`src/rtl/bus_arbiter_rr.sv`:
```
`default_nettype none
// =============================================================================
// bus_arbiter_rr : round-robin bus arbiter that shifts in a serial device
//                  address from the granted master, then routes it to a slave.
// Revision: 1.0
// =============================================================================
module bus_arbiter_rr #(
  parameter int NUM_MASTERS = 2,
  parameter int NUM_SLAVES  = 4,
  parameter int DEV_ADDR_W  = 4,
  parameter int TIMEOUT     = 255
) (
  input  logic                   clk,
  input  logic                   rstn,
  input  logic [NUM_MASTERS-1:0] m_breq,
  output logic [NUM_MASTERS-1:0] m_bgrant,
  input  logic [NUM_MASTERS-1:0] m_mode,
  input  logic [NUM_MASTERS-1:0] m_wr_bus,
  input  logic [NUM_MASTERS-1:0] m_master_valid,
  input  logic [NUM_MASTERS-1:0] m_master_ready,
  output logic [NUM_MASTERS-1:0] m_rd_bus,
  output logic [NUM_MASTERS-1:0] m_slave_ready,
  output logic [NUM_MASTERS-1:0] m_slave_valid,
  output logic [NUM_MASTERS-1:0] m_ack,
  output logic [NUM_SLAVES-1:0]  s_mode,
  output logic [NUM_SLAVES-1:0]  s_wr_bus,
  output logic [NUM_SLAVES-1:0]  s_master_valid,
  output logic [NUM_SLAVES-1:0]  s_master_ready,
  input  logic [NUM_SLAVES-1:0]  s_rd_bus,
  input  logic [NUM_SLAVES-1:0]  s_slave_ready,
  input  logic [NUM_SLAVES-1:0]  s_slave_valid,
  output logic                   timeout_err
);

  localparam int c_G_W   = (NUM_MASTERS > 1) ? $clog2(NUM_MASTERS) : 1;
  localparam int c_SEL_W = (NUM_SLAVES > 1) ? $clog2(NUM_SLAVES) : 1;
  localparam int c_BIT_W = $clog2(DEV_ADDR_W + 1);
  localparam int c_CNT_W = (TIMEOUT > 1) ? $clog2(TIMEOUT + 1) : 1;

  localparam logic [c_G_W-1:0]      c_LAST_M   = c_G_W'(NUM_MASTERS - 1);
  localparam logic [c_BIT_W-1:0]    c_BIT_LAST = c_BIT_W'(DEV_ADDR_W - 1);
  localparam logic [c_CNT_W-1:0]    c_CNT_LAST = c_CNT_W'(TIMEOUT - 1);
  localparam logic [DEV_ADDR_W:0]   c_NSLV     = (DEV_ADDR_W + 1)'(NUM_SLAVES);

  typedef enum logic [2:0] {
    S_IDLE  = 3'd0,
    S_ADDR  = 3'd1,
    S_ACK   = 3'd2,
    S_ROUTE = 3'd3,
    S_CLEAN = 3'd4
  } state_t;

  state_t                  r_state;
  logic [c_G_W-1:0]        r_g;
  logic [c_G_W-1:0]        r_last;
  logic [DEV_ADDR_W-1:0]   r_addr;
  logic [c_BIT_W-1:0]      r_bitcnt;
  logic [c_CNT_W-1:0]      r_idle_cnt;
  logic [c_SEL_W-1:0]      r_sel;
  logic                    r_ack;
  logic                    r_timeout;

  logic [c_G_W-1:0]        w_rr_g;
  logic                    w_rr_found;
  logic [DEV_ADDR_W-1:0]   w_addr_next;
  logic                    w_ack_next;
  logic                    w_g_breq;
  logic                    w_g_valid;
  logic                    w_g_ready;
  logic                    w_s_valid;

  // First requester found scanning upward from the master after the last grant
  always_comb begin
    w_rr_g     = '0;
    w_rr_found = 1'b0;
    for (int i = 1; i <= NUM_MASTERS; i++) begin
      if (!w_rr_found && m_breq[(int'(r_last) + i) % NUM_MASTERS]) begin
        w_rr_found = 1'b1;
        w_rr_g     = c_G_W'((int'(r_last) + i) % NUM_MASTERS);
      end
    end
  end

  assign w_g_breq    = m_breq[r_g];
  assign w_g_valid   = m_master_valid[r_g];
  assign w_g_ready   = m_master_ready[r_g];
  assign w_s_valid   = s_slave_valid[r_sel];
  assign w_addr_next = (r_addr << 1) | DEV_ADDR_W'(m_wr_bus[r_g]);
  assign w_ack_next  = ({1'b0, w_addr_next} < c_NSLV);

  always_ff @(posedge clk or negedge rstn) begin
    if (!rstn) begin
      r_state    <= S_IDLE;
      r_g        <= '0;
      r_last     <= c_LAST_M;
      r_addr     <= '0;
      r_bitcnt   <= '0;
      r_idle_cnt <= '0;
      r_sel      <= '0;
      r_ack      <= 1'b0;
      r_timeout  <= 1'b0;
    end else begin
      r_timeout <= 1'b0;
      case (r_state)
        S_IDLE: begin
          if (w_rr_found) begin
            r_g     <= w_rr_g;
            r_last  <= w_rr_g;
            r_state <= S_ADDR;
          end
        end
        S_ADDR: begin
          if (!w_g_breq) begin
            r_state <= S_CLEAN;
          end else if (w_g_valid) begin
            r_addr   <= w_addr_next;
            r_bitcnt <= r_bitcnt + c_BIT_W'(1);
            if (r_bitcnt == c_BIT_LAST) begin
              r_sel   <= w_ack_next ? c_SEL_W'(w_addr_next) : '0;
              r_ack   <= w_ack_next;
              r_state <= S_ACK;
            end
          end
        end
        S_ACK: begin
          if (!w_g_breq) begin
            r_state <= S_CLEAN;
          end else if (w_g_ready) begin
            r_state <= r_ack ? S_ROUTE : S_CLEAN;
          end
        end
        S_ROUTE: begin
          if (!w_g_breq) begin
            r_state <= S_CLEAN;
          end else if (w_g_valid || w_s_valid) begin
            r_idle_cnt <= '0;
          end else if (r_idle_cnt == c_CNT_LAST) begin
            r_timeout <= 1'b1;
            r_state   <= S_CLEAN;
          end else begin
            r_idle_cnt <= r_idle_cnt + c_CNT_W'(1);
          end
        end
        S_CLEAN: begin
          r_addr     <= '0;
          r_bitcnt   <= '0;
          r_idle_cnt <= '0;
          r_sel      <= '0;
          r_ack      <= 1'b0;
          r_state    <= S_IDLE;
        end
        default: r_state <= S_IDLE;
      endcase
    end
  end

  // Outputs decode from registered state; ROUTE is a zero-latency crossbar
  always_comb begin
    m_bgrant       = '0;
    m_rd_bus       = '0;
    m_slave_ready  = '0;
    m_slave_valid  = '0;
    m_ack          = '0;
    s_mode         = '0;
    s_wr_bus       = '0;
    s_master_valid = '0;
    s_master_ready = '0;
    case (r_state)
      S_ADDR: begin
        m_bgrant[r_g]      = 1'b1;
        m_slave_ready[r_g] = 1'b1;
      end
      S_ACK: begin
        m_bgrant[r_g]      = 1'b1;
        m_slave_valid[r_g] = 1'b1;
        m_ack[r_g]         = r_ack;
      end
      S_ROUTE: begin
        m_bgrant[r_g]         = 1'b1;
        s_mode[r_sel]         = m_mode[r_g];
        s_wr_bus[r_sel]       = m_wr_bus[r_g];
        s_master_valid[r_sel] = m_master_valid[r_g];
        s_master_ready[r_sel] = m_master_ready[r_g];
        m_rd_bus[r_g]         = s_rd_bus[r_sel];
        m_slave_ready[r_g]    = s_slave_ready[r_sel];
        m_slave_valid[r_g]    = s_slave_valid[r_sel];
      end
      default: ;
    endcase
  end

  assign timeout_err = r_timeout;

endmodule
`default_nettype wire
```
`config.mk`:
```
export PLATFORM = sky130hd
export DESIGN_NAME = bus_arbiter_rr
export DESIGN_NICKNAME = d
export VERILOG_FILES = /design/src/rtl/bus_arbiter_rr.sv
export SDC_FILE = /design/constraint.sdc
export NUM_CORES = 1
export LEC_CHECK = 0
export CELL_PAD_IN_SITES_DETAIL_PLACEMENT = 1
export CELL_PAD_IN_SITES_GLOBAL_PLACEMENT = 2
export CORE_MARGIN = 3
export CORE_UTILIZATION = 28
export CTS_CLUSTER_DIAMETER = 100
export DETAILED_ROUTE_END_ITERATION = 7
export GPL_TIMING_DRIVEN = 0
export PLACE_DENSITY_LB_ADDON = 0.1
export SLEW_MARGIN = 20
export SYNTH_ARGS = -nofsm -noshare
export SYNTH_HDL_FRONTEND = slang
export SYNTH_SLANG_ARGS = --single-unit
```
`constraint.sdc`:
```
create_clock -name clk -period 6.6 [get_ports clk]
set_input_delay 1.32 -clock clk [delete_from_list [all_inputs] [get_ports clk]]
set_output_delay 1.32 -clock clk [all_outputs]
set_load 0.01 [all_outputs]
```
* After elaboration in Yosys (flattened, before gate mapping)
Cells that the tools add are included.
** Storage, ports and cells
- Bits in registers :: 23
** Operators by class
- Reduce and logical (&&, ||, !) cells :: 14
- Bitwise logic cells :: 11
- Equality and inequality tests :: 17
- Muxes and demuxes :: 73
- Add/sub/neg operators :: 4
- Order comparisons :: 7
** Operators with widths (count)
- 2-to-1 mux 3 bit :: 14
- 2-to-1 mux 1 bit :: 32
- 2-to-1 mux 8 bit :: 3
- != test 3 bit (second input constant) :: 6
- AND 4 bit :: 4
- 2-to-1 mux 4 bit :: 4
- case mux 8 bit (2 select lines) :: 1
- 2-to-1 mux 2 bit :: 7
- case mux 2 bit (2 select lines) :: 3
- case mux 3 bit (2 select lines) :: 2
- case mux 3 bit (4 select lines) :: 1
- != test 2 bit (second input constant) :: 5
- == test 3 x 2 -> 1 bit (second input constant) :: 3
- less-than comparator 2 x 3 -> 1 bit (second input constant) :: 3
- adder 8 x 1 -> 8 bit (second input constant) :: 1
- AND 2 bit :: 4
- == test 8 bit (second input constant) :: 1
- binary-select mux 1 bit (select 2 bit) :: 3
- AND reduction 3 bit :: 2
- AND reduction 6 bit :: 1
- less-than comparator 4 x 3 -> 1 bit (second input constant) :: 1
- bitwise OR 4 x 1 -> 4 bit :: 1
- AND reduction 4 bit :: 1
- nonzero test 2 bit :: 2
- 17 further kinds :: 21

* Depth between registers and ports, before layout
- Word-level depth :: 11
- Mapped depth :: 8
- Mapped depth without buffers :: 7

* Worst setup path before layout
OpenSTA, ideal clock, no wires.
- Path type :: input-to-output
- From :: in s_slave_valid[3]
- To :: out m_slave_valid[0]
- Arrival :: 2.098 ns
- Buffers on the path :: 0
- Setup slack :: 3.182 ns
- Stages on the path :: 4
- Cell sequence :: mux4_2 -> nand2b_1 -> nand3b_1 -> nor2_1
** Between the ends
- Longest elaborated chain between the ends :: 4
** RTL lines
- start, declared :: line 31 : input logic [NUM_SLAVES-1:0] s_slave_valid,
- binary-select mux 1 bit (select 2 bit) :: line 186 : m_slave_valid[r_g] = s_slave_valid[r_sel];
- 2-to-1 mux 1 bit (not written as such) :: line 186
- AND 2 bit (no line)
- case mux 2 bit (2 select lines) :: line 168 : case (r_state)
- end, declared :: line 23 : output logic [NUM_MASTERS-1:0] m_slave_valid,
Every way passes these cells. The select of a mux whose other input is x is not followed.

* Final worst setup path
Same ends and word-level chain as after synthesis.

==> out/qor.yml <==
synth_top_area_share_pct: 34.9
slew_viol_final: 0
switching_share_pct: 43.7
min_path_cells: 2
core_area_sq_mm: 0.00527
diodes: 0
synth_area_leader_cell: "dfrtp_1"
synthDistinctLibCells: 43
setup_violations: 0
finalSetupTns_ns: 0
cts.sinks: 23
dr.pass1.iters: 4
synth_area_per_cell_sq_um: 8.58
clock_latency_ns: 0.26
cts_buffer_depth: 2
p_switching_uw: 316
p_per_area_mw_per_mm2: 328
pwr-share-seq_pct: 32.4
initial_core_util_pct: 30.0
io_buffers: 50
maxClockFrequency_mhz: 227
hold_violations: 0
synth-async-reset-ratio_pct: 100
cp_common_cell: "clkdlybuf4s50_1"
rsz0062_at_grt: "no"
track_usage_pct: 15.7
vias: 1577
cts_buffers: 3
r2r_cells: 6
finClkSkew_ns: 0.00255
first_global_vias: 1741
synth_edf_count: 0
relSlewSlack_pct: 26.6
crit_path_start: "s_slave_valid[3]"
cts.clk_slew.worst_paths_ns: 0.08
crit_path_end: "m_slave_valid[0]"
seq_area_frac_synth_pct: 36.5
met1Wirelength_mm: 2.21
die_x_um: 81.1
detailedRoute.firstIterationViolations: 73
drc: 0
clockPowerShare_pct: 12.1
cts_hold_buffers: 0
p_comb_share_pct: 55.5
period_share_pct: 66.8
layout.nets: 267
stdcell_area_sq_mm: 0.00221
dp_hpwl_mm: 4.09
worst_pin_slew_ns: 1.10
max-vdd-ir-drop_mv: 0.137
gp_congestion: 0.791
crit_path_max_incr_delay_ns: 0.53
cp_slowest_cell: "mux4_2"
max-cap-violations: 0
synth_area_leaders: "dfrtp_1 35%, nor2_1 6.9%, nand2_1 5.0%"
grt_pass1_wl_mm: 8.16
wl_met2_mm: 2.62
postRouteAntennaNets: 0
start_kind: "input port"
cp_max_fo: 3
arrival_ns: 3.09
dominantRegCellSynth: "dfrtp_1"
die-area_sq_mm: 0.00658
synth_common_cells: "29 x nor2_1, 22 x dfrtp_1, 21 x nand2_1"
synth-seq-cells: 23
top_layer: "met3"
wl_mm: 5.05
n_fill_cell: 633
synth_nets: 212
synth.most_common_cell: "nor2_1"
path_cells: "clkdlybuf4s50_1, mux4_2, nand2b_1, nand3b_1, nor2_1, clkdlybuf4s50_1"
grt_overflow_total: 0
area_growth_pct: 39.8
met3WireLength_um: 222
r2r_end: "r_state[0]$_DFFE_PN0P_"
ys_warn_count: 0
cts-root-buf: "clkbuf_8"
avgViaCountPerCell: 5.12
run_status: "complete, no violations"
io_pins: 51
num_rows: 26
avgRoutedWirePerCell_um: 16.4
antenna_found_initial: 0
drive_gt1_share_pct: 8.82
cts_resized: 0
placed_cell_area_sq_mm: 0.00217
hold_class: "flop to flop"
p_int_uw: 407
r2r_slack_ns: 4.21
min_period_ns: 4.41
multiInputGateArea_sq_um: 921
netlist_area_sq_mm: 0.00158
tritoncts: "yes"
p_leak_uw: 0.000879
cts_setup_buffers: 0
endpoint_kind: "output pin"
regArea_sq_um: 577
worstPathRequired_ns: 5.28
critical_path_class: "input port to output pin"
r2r_start: "r_g$_DFFE_PN0P_"
htreeDepth: 1
netlist_instances: 184
grt_max_degree: 24
die_y_um: 81.1
==> placed cells by master, fill, tap and decap left out, drive strengths merged, types with 2 or more instances in the layout <==
cell type	instances
o31ai	8
buf	5
nand2	21
mux2i	5
or2	2
a21oi	8
a21o	3
mux4	3
or3	2
nor3b	4
and2b	2
nand3	9
inv	6
nand3b	4
mux2	3
clkdlybuf4s50	49
o21ai	14
nor3	6
clkbuf	11
ha	4
or4	3
nor2	29
dfrtp	22
nand2b	3
==> how the worst min path moves through the flow <==
stage,from,endpoint
after CTS,r_bitcnt[2]$_DFFE_PN0P_,r_bitcnt[2]$_DFFE_PN0P_
after detailed placement,r_bitcnt[2]$_DFFE_PN0P_,r_bitcnt[2]$_DFFE_PN0P_
after global placement,r_bitcnt[2]$_DFFE_PN0P_,r_bitcnt[2]$_DFFE_PN0P_
after global routing,r_addr[2]$_DFFE_PN0P_,r_addr[2]$_DFFE_PN0P_
final,r_bitcnt[2]$_DFFE_PN0P_,r_bitcnt[2]$_DFFE_PN0P_
after floorplan,r_bitcnt[2]$_DFFE_PN0P_,r_bitcnt[2]$_DFFE_PN0P_
==> critical path: cells and delay by family <==
family                 cells  cell delay (ns)
AND/OR/NAND/NOR            3             0.33
buffers and inverters      2             0.90
multiplexers               1             0.53
==> stage by stage <==
step | utilization, % | power, uW | cells | hold WS [ns] | setup slack [ns]
after CTS | 42.0 | 733 | 308 | 0.503 | 2.18
after global routing | 41.9 | 786 | 308 | 0.532 | 2.13
after global placement | 41.1 | 612 | 304 | 0.459 | 2.21
after detailed placement | 41.1 | 642 | 304 | 0.484 | 2.17
final | 41.9 | 723 | 308 | 0.505 | 2.19
after floorplan | - | 493 | 184 | 0.449 | 3.18
==> sequential cells by signal (all words and copies together), names as in the netlist <==
signal,flops
r_bitcnt,3
r_addr,3
r_idle_cnt,8
r_state,3
timeout_err,1
r_g,1
r_sel,2
r_ack,1
r_last,1
==> area by class of cell <==
cell class	count	share of cell area, %
Timing Repair Buffer	50	22.4
Sequential cell	23	26.1
Multi-Input combinational cell	144	41.7
Tap cell	70	3.97
Inverter	6	1.02
Clock buffer	4	2.04
Buffer	11	2.66
==> layer usage <==
layer  track usage, %  up-vias
met5                0        -
met4                0        0
met3             4.43        0
met2             29.4       35
met1             18.9      785
li1                 -      757
==> power groups by stage <==
stage	clock network (uW)	logic, uW	registers, uW
floorplan	0	270	222
CTS	90.5	409	234
global route	97.7	447	241
global placement	0	381	231
detailed placement	0	406	236
finish	87.8	401	234
==> cell families (layout without fill, tap and decap cells) <==
family	after synthesis	after routing	share of synthesized area, %
buffers and inverters	17	71	5.15
DFF	23	23	36.5
and+or+nand+nor	89	89	27.6
muxes	11	11	9.83
adders and majority gates	4	4	3.17
AOI/OAI and AO/OA	40	40	17.8
No activity file was read; power rests on OpenSTA's default activity.
